**config.mk**
```make
export PLATFORM = sky130hd
export DESIGN_NAME = trig_vector
export DESIGN_NICKNAME = d
export VERILOG_FILES = /design/src/rtl/trig_vector.sv
export SDC_FILE = /design/constraint.sdc
export NUM_CORES = 1
export LEC_CHECK = 0
export BUFFER_PORTS_ARGS = -buffer_cell sky130_fd_sc_hd__buf_2
export CORE_UTILIZATION = 50
export DETAILED_ROUTE_END_ITERATION = 6
export PLACE_DENSITY = 0.69
export SYNTH_ARGS = -nofsm -noshare
export SYNTH_HDL_FRONTEND = slang
export SYNTH_SLANG_ARGS = --single-unit
```
**constraint.sdc**
```tcl
create_clock -name CLK -period 5.6 [get_ports CLK]
set_clock_uncertainty 0.15 [all_clocks]
set_input_delay 0.28 -clock CLK [delete_from_list [all_inputs] [get_ports CLK]]
set_output_delay 0.28 -clock CLK [all_outputs]
set_load 0.005 [all_outputs]
```
**src/rtl/trig_vector.sv**
```systemverilog
// trig_vector: quarter-wave sine/cosine lookup scaled by an unsigned magnitude via shift-and-add
module trig_vector #(
  parameter int    THETA_W  = 6,
  parameter int    LUT_W    = 8,
  parameter int    MAG_W    = 4,
  parameter string LUT_FILE = "sine.lut"
) (
  input  logic                     CLK,
  input  logic                     RST_N,
  input  logic                     start_i,
  input  logic [THETA_W-1:0]       theta_i,
  input  logic [MAG_W-1:0]         mag_i,
  output logic                     busy_o,
  output logic                     done_o,
  output logic signed [LUT_W-1:0]  sin_o,
  output logic signed [LUT_W-1:0]  cos_o,
  output logic signed [MAG_W:0]    vx_o,
  output logic signed [MAG_W:0]    vy_o
);
  localparam int N  = 2 ** (THETA_W - 2);
  localparam int KW = THETA_W - 2;
  localparam int AW = LUT_W + MAG_W;
  localparam int CW = MAG_W > 1 ? $clog2(MAG_W) : 1;
  typedef enum logic [1:0] {IDLE, LOOK, MUL} state_t;
  state_t state, state_n;
  logic [LUT_W-2:0] rom [0:N];
  logic [THETA_W-1:0] th;
  logic [MAG_W-1:0] mg;
  logic [CW-1:0] cnt, pos;
  logic signed [AW-1:0] acc_x, acc_y, sum_x, sum_y, ext_c, ext_s;
  function automatic logic [LUT_W-2:0] sine_entry(input int i);
    real x, t, s;
    x = 3.14159265358979 * i / (2.0 * N);
    t = x;
    s = x;
    for (int n = 1; n < 12; n++) begin
      t = -t * x * x / ((2 * n) * (2 * n + 1));
      s = s + t;
    end
    return (LUT_W-1)'($rtoi(s * ((1 << (LUT_W - 1)) - 1) + 0.5));
  endfunction
  for (genvar i = 0; i <= N; i++) begin : g_e
    assign rom[i] = sine_entry(i);
  end
  function automatic logic signed [LUT_W-1:0] sine(input logic [THETA_W-1:0] t);
    logic [KW:0] k;
    logic [LUT_W-1:0] m;
    k = {1'b0, t[KW-1:0]};
    m = {1'b0, t[THETA_W-2] ? rom[(KW+1)'(N) - k] : rom[k]};
    return t[THETA_W-1] ? -$signed(m) : $signed(m);
  endfunction
  assign busy_o = state != IDLE;
  assign pos    = CW'(MAG_W - 1) - cnt;
  assign ext_c  = {{MAG_W{cos_o[LUT_W-1]}}, cos_o};
  assign ext_s  = {{MAG_W{sin_o[LUT_W-1]}}, sin_o};
  always_comb begin
    state_n = state == IDLE ? (start_i ? LOOK : IDLE) : state == LOOK ? MUL : (cnt == '0 ? IDLE : MUL);
    sum_x   = acc_x + (mg[pos] ? ext_c << pos : '0);
    sum_y   = acc_y + (mg[pos] ? ext_s << pos : '0);
  end
  always_ff @(posedge CLK) begin
    if (!RST_N) begin
      state  <= IDLE;
      done_o <= 1'b0;
      th     <= '0;
      mg     <= '0;
      cnt    <= '0;
      sin_o  <= '0;
      cos_o  <= '0;
      vx_o   <= '0;
      vy_o   <= '0;
      acc_x  <= '0;
      acc_y  <= '0;
    end else begin
      state  <= state_n;
      done_o <= state == MUL && cnt == '0;
      if (state == IDLE && start_i) begin
        th <= theta_i;
        mg <= mag_i;
      end
      if (state == LOOK) begin
        sin_o <= sine(th);
        cos_o <= sine(th + THETA_W'(N));
        acc_x <= '0;
        acc_y <= '0;
        cnt   <= CW'(MAG_W - 1);
      end
      if (state == MUL) begin
        acc_x <= sum_x;
        acc_y <= sum_y;
        cnt   <= cnt - 1'b1;
        if (cnt == '0) begin
          vx_o <= (MAG_W+1)'(sum_x >>> (LUT_W - 1));
          vy_o <= (MAG_W+1)'(sum_y >>> (LUT_W - 1));
        end
      end
    end
  end
endmodule

```
### Word-level counts from Yosys, hierarchy flattened

Memories as Yosys holds them, arrays and structs flattened.
Index checks and enable logic that the tools add are counted.

| cells by class | value |
|---|---|
| bitwise logic cells | 4 |
| add/subtract/negate cells | 9 |
| shifts and indexed selects | 2 |
| eq/ne operators | 2 |
| multiplexer cells | 25 |
| order comparisons | 5 |
| reductions and logical operators | 7 |

Operators with widths:

| cell | count |
|---|---|
| 7-bit 2-to-1 mux | 10 |
| 12-bit 2-to-1 mux | 5 |
| 12-bit adder | 2 |
| 6-bit >= comparator, second input constant | 4 |
| 12-bit by 2-bit left shift with 12-bit output | 2 |
| 8-bit 2-to-1 mux | 2 |
| 7-bit negation with 8-bit output | 2 |
| 4-bit NOT with 6-bit output | 2 |
| 5-bit NOT with 6-bit output | 2 |
| 2-bit 2-to-1 mux | 5 |
| 5-bit by 4-bit subtractor with 5-bit output, first input constant | 2 |
| 6-bit by 5-bit adder with 6-bit output, second input constant | 1 |
| 2-bit logical NOT | 2 |
| 2-bit nonzero test | 2 |
| 2-bit by 3-bit < comparator with 1-bit output, second input constant | 1 |
| 1-bit binary-select mux with 2-bit select | 1 |
| 2-bit by 1-bit == test with 1-bit output, second input constant | 1 |
| 2-bit == test, second input constant | 1 |
| 1-bit logical AND | 2 |
| 1-bit 2-to-1 mux | 2 |
| 2-bit AND reduction | 1 |
| 2-bit by 1-bit subtractor with 2-bit output, second input constant | 1 |
| 2-bit subtractor, first input constant | 1 |

| storage, ports and cells | value |
|---|---|
| register bits after elaboration | 65 |
| bits of input ports | 13 |
| output and inout port bits | 28 |
| memories kept | 4 |
| bits in read-only memories | 896 |

Memories:

| memory | depth | bits a word | rd ports | clocked after memory_dff | wr ports | line | text |
|---|---|---|---|---|---|---|---|
| (no name shown) | 32 | 7 | 1 | 0 | 0 | 49 | `m = {1'b0, t[THETA_W-2] ? rom[(KW+1)'(N) - k] : rom[k]};` |
| (no name shown) | 32 | 7 | 1 | 0 | 0 | 49 |  |
| (no name shown) | 32 | 7 | 1 | 0 | 0 | 49 |  |
| (no name shown) | 32 | 7 | 1 | 0 | 0 | 49 |  |

### Longest topological paths before layout

| logic depth | value |
|---|---|
| word-level depth | 9 |
| mapped depth | 16 |
| depth with buffers taken out | 13 |

### Worst setup path after synthesis

Ideal clock, no wire load.

| timing | value |
|---|---|
| path kind | register to register |
| start point | register cnt[0] |
| end point | register acc_y[10] |
| period minus slack after synthesis | 3.466 ns |
| path buffers | 2 |
| slack | 2.134 ns |
| stages on the path, launching flop included | 14 |
| library setup time | 0.106 ns |
| arrival time | 3.210 ns |
| cell sequence | dfxtp_1 buf_2 buf_1 mux2_2 a22oi_1 nor2_1 ha_1 nor2b_1 o21ai_0 a21oi_1 o21a_1 o21a_1 or2_2 o311ai_0 |

| between the ends | value |
|---|---|
| longest elaborated chain between the ends | 6 |

RTL lines:

| what | line | text |
|---|---|---|
| from (decl) | 29 | `logic [CW-1:0] cnt, pos;` |
| from (signal assigned) | 86 | `cnt <= CW'(MAG_W - 1);` |
| from (signal assigned) | 91 | `cnt <= cnt - 1'b1;` |
| 2-bit subtractor (*) | 53 | `assign pos = CW'(MAG_W - 1) - cnt;` |
| 1-bit binary-select mux with 2-bit select | 59 | `sum_y = acc_y + (mg[pos] ? ext_s << pos : '0);` |
| 1-bit 2-to-1 mux (not written as such) | 59 |  |
| 12-bit 2-to-1 mux (*) | 59 |  |
| 12-bit adder (*) | 59 |  |
| 12-bit 2-to-1 mux (*) | 88 | `if (state == MUL) begin` |
| to (signal assigned) | 90 | `acc_y <= sum_y;` |
| to (decl) | 30 | `logic signed [AW-1:0] acc_x, acc_y, sum_x, sum_y, ext_c, ext_s;` |

Every way passes the cells marked *; elsewhere a longest branch is shown, timed or not. The select of a mux whose other input is x is not followed.
A chain may end at the register's enable or synchronous reset.

### Worst setup path after layout

| timing | value |
|---|---|
| start point | register th[0] |
| end point | register cos_o[6] |

| between the ends | value |
|---|---|
| longest elaborated chain between the ends | 9 |

RTL lines:

| what | line | text |
|---|---|---|
| from (decl) | 27 | `logic [THETA_W-1:0] th;` |
| from (signal assigned) | 78 | `th <= theta_i;` |
| 6-bit by 5-bit adder with 6-bit output (*) | 83 | `cos_o <= sine(th + THETA_W'(N));` |
| 5-bit by 4-bit subtractor with 5-bit output | 49 |  |
| 5-bit NOT with 6-bit output (not written as such) | 49 |  |
| memory read 32 x 7 bit | - |  |
| 7-bit 2-to-1 mux (not written as such) (2 in a row) | 49 |  |
| 7-bit 2-to-1 mux | 49 |  |
| 7-bit negation with 8-bit output | 50 | `return t[THETA_W-1] ? -$signed(m) : $signed(m);` |
| 8-bit 2-to-1 mux (*) | 50 |  |
| to (signal assigned) | 83 |  |
| to (decl) | 16 | `output logic signed [LUT_W-1:0] cos_o,` |

Marks and branches as above.

==> key figures <==
Run status
  • Outcome: completed

Worst setup path
  • Most used cell, CP: sky130_fd_sc_hd__inv_1
  • Capturing point of the worst reg2reg path: cos_o[6]
  • Chain of cells forming the critical path: inv_1, ha_1, xnor2_1, mux2i_1, o221ai_1, a22oi_1, inv_1, ha_1, inv_1, nand3_1, mux2_2, o311ai_1, a41oi_1
  • Cell count of the worst reg-to-reg path: 13
  • Count of buffer and inverter cells on the critical path: 3
  • R2r setup slk: 1540 ps
  • Crit path launch type: register
  • Signal arrival time at the worst endpoint: 4130 ps
  • Worst Path Required: 5660 ps
  • Top cell family by delay on the critical path: adder cells
  • Worst R2R Start: th[0]
  • Cell with the biggest individual delay on the critical path: sky130_fd_sc_hd__dfxtp_1
  • Critical path peak fanout: 20
  • Critical setup path kind: reg2reg
  • Largest stage delay, worst path: 770 ps
  • Capturing element type of the critical path: register

Floorplan
  • Floorplan die height: 104 um
  • Core Footprint: 0.00991 mm2
  • Width of the chip: 104 um
  • Number of placement rows: 36
  • Die Outline Area: 0.0107 mm2
  • Count of pins on the block boundary: 41
  • Starting density of the core: 0.521

Finish
  • Multi-input combinational cell area: 0.00356 mm2
  • Filler instances: 944
  • Final Net Count: 733
  • Fin util: 0.561
  • Fraction of final layout cells with drive strength greater than 1: 0.134
  • Area of all sequential standard cells: 0.00130 mm2
  • Number of antenna cells inserted: 0
  • Area growth, synth to finish: 7.63%
  • Commonest non-fill, non-tap cells in the layout: 72 x sky130_fd_sc_hd__nand2_1, 65 x sky130_fd_sc_hd__dfxtp_1, 55 x sky130_fd_sc_hd__a21oi_1, 52 x sky130_fd_sc_hd__nor2_1, 41 x sky130_fd_sc_hd__o21ai_0
  • Most common library cell in the layout ignoring fill and taps: sky130_fd_sc_hd__nand2_1

Global route
  • GRT Resource Usage Total: 0.262
  • Antenna violations before repair: 0
  • Largest net degree at the start of global routing: 47
  • Total overflow reported by the global router: 0
  • Via count of the first global-routing pass: 4495
  • Wire length of the first global-routing pass: 22600 um

Power
  • Part of the total power dissipated in the clock network: 0.308
  • LEAKAGE: 2.28 nW
  • Gate power share: 0.258
  • Part of the total power dissipated in sequential elements: 0.435
  • Power per unit of standard cell area: 218 mW/mm2
  • Share of total power consumed by net switching: 0.358
  • Peak supply drop: 136 uV
  • Total power draw: 1.21 mW
  • Internal: 778 uW
  • Switching pwr: 435 uW

Job
  • Max cap viols: 0

Clock network
  • Number of gates resized after cts: 0
  • CTS max path bufs: 2
  • Clock latency of the later-clocked register in the worst-skew pair: 360 ps
  • Number of buffers added by the clock tree synthesis step: 9
  • Hold_buf cts: 1
  • Clock tree root driver cell: sky130_fd_sc_hd__clkbuf_8
  • Clk pin slew, worst setup/hold paths: 80 ps
  • Clock tree from TritonCTS: yes
  • Post-CTS Repair Setup Buffers: 0
  • Clock sinks: 65
  • H-tree lvl count: 3

Route
  • Total vias in the final route: 4939
  • Number of iterations in the first detailed-routing pass: 7
  • Initial detailed-routing violation count: 299
  • Total length of routed wires: 14000 um
  • DRC: 0
  • Via-per-instance ratio: 6.02
  • Routed length per instance: 17.1 um
  • Antenna Nets Post-Route: 0

Synth
  • Largest cells by area after synthesis: sky130_fd_sc_hd__dfxtp_1 25%, sky130_fd_sc_hd__ha_1 8.7%, sky130_fd_sc_hd__a21oi_1 5.3%, sky130_fd_sc_hd__nand2_1 5.2%, sky130_fd_sc_hd__o21ai_0 4.0%
  • Distinct cell type count after synthesis: 68
  • Largest family of logic cells by synthesized area: compound AO/OA/AOI/OAI gates
  • Post-synthesis share of cell area spent on and, or, nand and nor gates: 0.231
  • Average cell area after synthesis: 7.74 um2
  • Gate count after technology mapping: 667
  • Mux contribution to synthesized area: 0.0763
  • Post-synth design cell area: 0.00516 mm2
  • Sequential share of the synthesized area: 0.252
  • Count of flip-flops with a built-in enable after synthesis: 0
  • Fraction of registers with async set/reset: 0
  • Synth area leader: sky130_fd_sc_hd__dfxtp_1
  • Net count after synthesis: 718
  • Synth Flop Type: sky130_fd_sc_hd__dfxtp_1
  • Fraction of the mapped netlist area in compound gates: 0.254
  • Fraction of synthesized cell area taken by the top area cell type: 0.252
  • Adder and majority gate portion of the synthesized area: 0.0950
  • Yosys synthesis warning count: 0
  • Flip-flop and latch count after synthesis: 65
  • Fraction of synthesized cell area in xor and xnor cells: 0.0339

STA
  • Count of pins over their slew limit: 0
  • TNS Setup: 0 ps
  • Hold Violations, Final: 0
  • Total setup violations reported at the end of the flow: 0
  • Max_slew headroom: 0.318
  • Transition time at the pin with the least slew margin: 1020 ps
  • RSZ-0062 raised after global routing: false
  • Maximum operating frequency: 0.246 GHz
  • Period utilisation layout: 0.726
  • Period minus WS final: 4060 ps

Hold path
  • Hold Crit Endpoint: th[4]
  • Number of stages on the worst hold path: 3
  • Startpoint of the worst hold path: theta_i[4]
  • Class of the most critical hold timing path: in2reg

Placement
  • Total of buffers placed on input and output ports: 40
  • Final weighted congestion of routability-driven global placement: 0.940
  • DP HPWL: 10200 um
-- area by class of cell --
cell class,instances,share of cell area
clock buffers,12,0.0261
clock inverters,4,0.00518
inverters,34,0.0230
multi-input cells,529,0.641
flip-flops and latches,65,0.234
well taps,133,0.0299
repair buffers,43,0.0405
-- kinds of logic after synthesis --
group,after synthesis
multiplexers,29
AND/OR/NAND/NOR,244
XOR/XNOR,20
flip-flops,65
adder cells (fa/ha/maj),38
buffers and inverters,73
AO/OA/AOI/OAI,198
-- registers in the layout, indices dropped and copies added (netlist names) --
signal	count
acc_y	12
sin_o	8
acc_x	12
vy_o	5
cnt	2
vx_o	5
th	6
state	2
cos_o	8
mg	4
done_o	1
-- power groups by stage --
stage / clock network (mW) / registers (mW) / logic, mW
2_1_floorplan: 0 / 0.507 / 0.255
5_1_grt: 0.399 / 0.531 / 0.343
3_5_place_dp: 0 / 0.537 / 0.308
4_1_cts: 0.380 / 0.526 / 0.309
3_3_place_gp: 0 / 0.536 / 0.305
6_report: 0.373 / 0.528 / 0.312
-- layer usage --
layer | GRT usage | routed length, um | vias up
met4 | 0.113 | 296 | 0
met5 | 0 | 0 | -
li1 | - | - | 2454
met2 | 0.445 | 6740 | 140
met3 | 0.0390 | 655 | 19
met1 | 0.329 | 6350 | 2326
-- worst min-delay path, cell delays in order --
cell and delay [ps]:
sky130_fd_sc_hd__buf_2 100, sky130_fd_sc_hd__nand2_1 40, sky130_fd_sc_hd__a21oi_1 50
-- stage by stage --
step	setup WS (ps)	hold slack [ps]	cell area [um2]	instances
2_1_floorplan	2130	266	5160	667
3_3_place_gp	1620	302	5370	803
3_5_place_dp	1620	310	5370	803
4_1_cts	1600	3.48	5560	820
5_1_grt	1320	6.00	5560	820
6_report	1540	14.8	5560	820
-- cell usage after synthesis (3+ instances only) --
| cell type | count |
|---|---|
| sky130_fd_sc_hd__ha_1 | 36 |
| sky130_fd_sc_hd__a41oi_1 | 7 |
| sky130_fd_sc_hd__inv_1 | 29 |
| sky130_fd_sc_hd__and2_1 | 11 |
| sky130_fd_sc_hd__a211oi_1 | 13 |
| sky130_fd_sc_hd__xor2_1 | 10 |
| sky130_fd_sc_hd__nor3_1 | 17 |
| sky130_fd_sc_hd__a21o_1 | 10 |
| sky130_fd_sc_hd__nor4_1 | 4 |
| sky130_fd_sc_hd__nor2_1 | 52 |
| sky130_fd_sc_hd__xnor2_1 | 10 |
| sky130_fd_sc_hd__o221ai_1 | 4 |
| sky130_fd_sc_hd__o21a_1 | 17 |
| sky130_fd_sc_hd__nor2b_1 | 10 |
| sky130_fd_sc_hd__o21ai_0 | 41 |
| sky130_fd_sc_hd__nand3_1 | 33 |
| sky130_fd_sc_hd__nand4_1 | 6 |
| sky130_fd_sc_hd__nand2b_1 | 9 |
| sky130_fd_sc_hd__mux2_2 | 9 |
| sky130_fd_sc_hd__mux4_2 | 7 |
| sky130_fd_sc_hd__a2bb2oi_1 | 4 |
| sky130_fd_sc_hd__a21oi_1 | 55 |
| sky130_fd_sc_hd__buf_2 | 8 |
| sky130_fd_sc_hd__o22ai_1 | 3 |
| sky130_fd_sc_hd__o211ai_1 | 5 |
| sky130_fd_sc_hd__or3_1 | 6 |
| sky130_fd_sc_hd__and3_1 | 4 |
| sky130_fd_sc_hd__or2_2 | 5 |
| sky130_fd_sc_hd__a32oi_1 | 3 |
| sky130_fd_sc_hd__nor3b_1 | 5 |
| sky130_fd_sc_hd__clkbuf_1 | 26 |
| sky130_fd_sc_hd__nand2_1 | 72 |
| sky130_fd_sc_hd__a32o_1 | 3 |
| sky130_fd_sc_hd__dfxtp_1 | 65 |
| sky130_fd_sc_hd__a31oi_1 | 5 |
| sky130_fd_sc_hd__a21boi_0 | 3 |
| sky130_fd_sc_hd__a22oi_1 | 3 |
| sky130_fd_sc_hd__inv_2 | 4 |
| sky130_fd_sc_hd__mux2i_1 | 12 |
-- worst max path at each step --
stage           start   endpoint  slack [ps]  cells after the start
6_report        th[0]   cos_o[6]        1540                     13
3_3_place_gp    th[0]   cos_o[6]        1620                     13
3_5_place_dp   cnt[0]  acc_y[10]        1620                     12
4_1_cts         th[0]   sin_o[6]        1600                     13
5_1_grt         th[0]   cos_o[6]        1320                     13
2_1_floorplan  cnt[0]  acc_y[10]        2130                     13
Power figures use the tool's default switching activity.
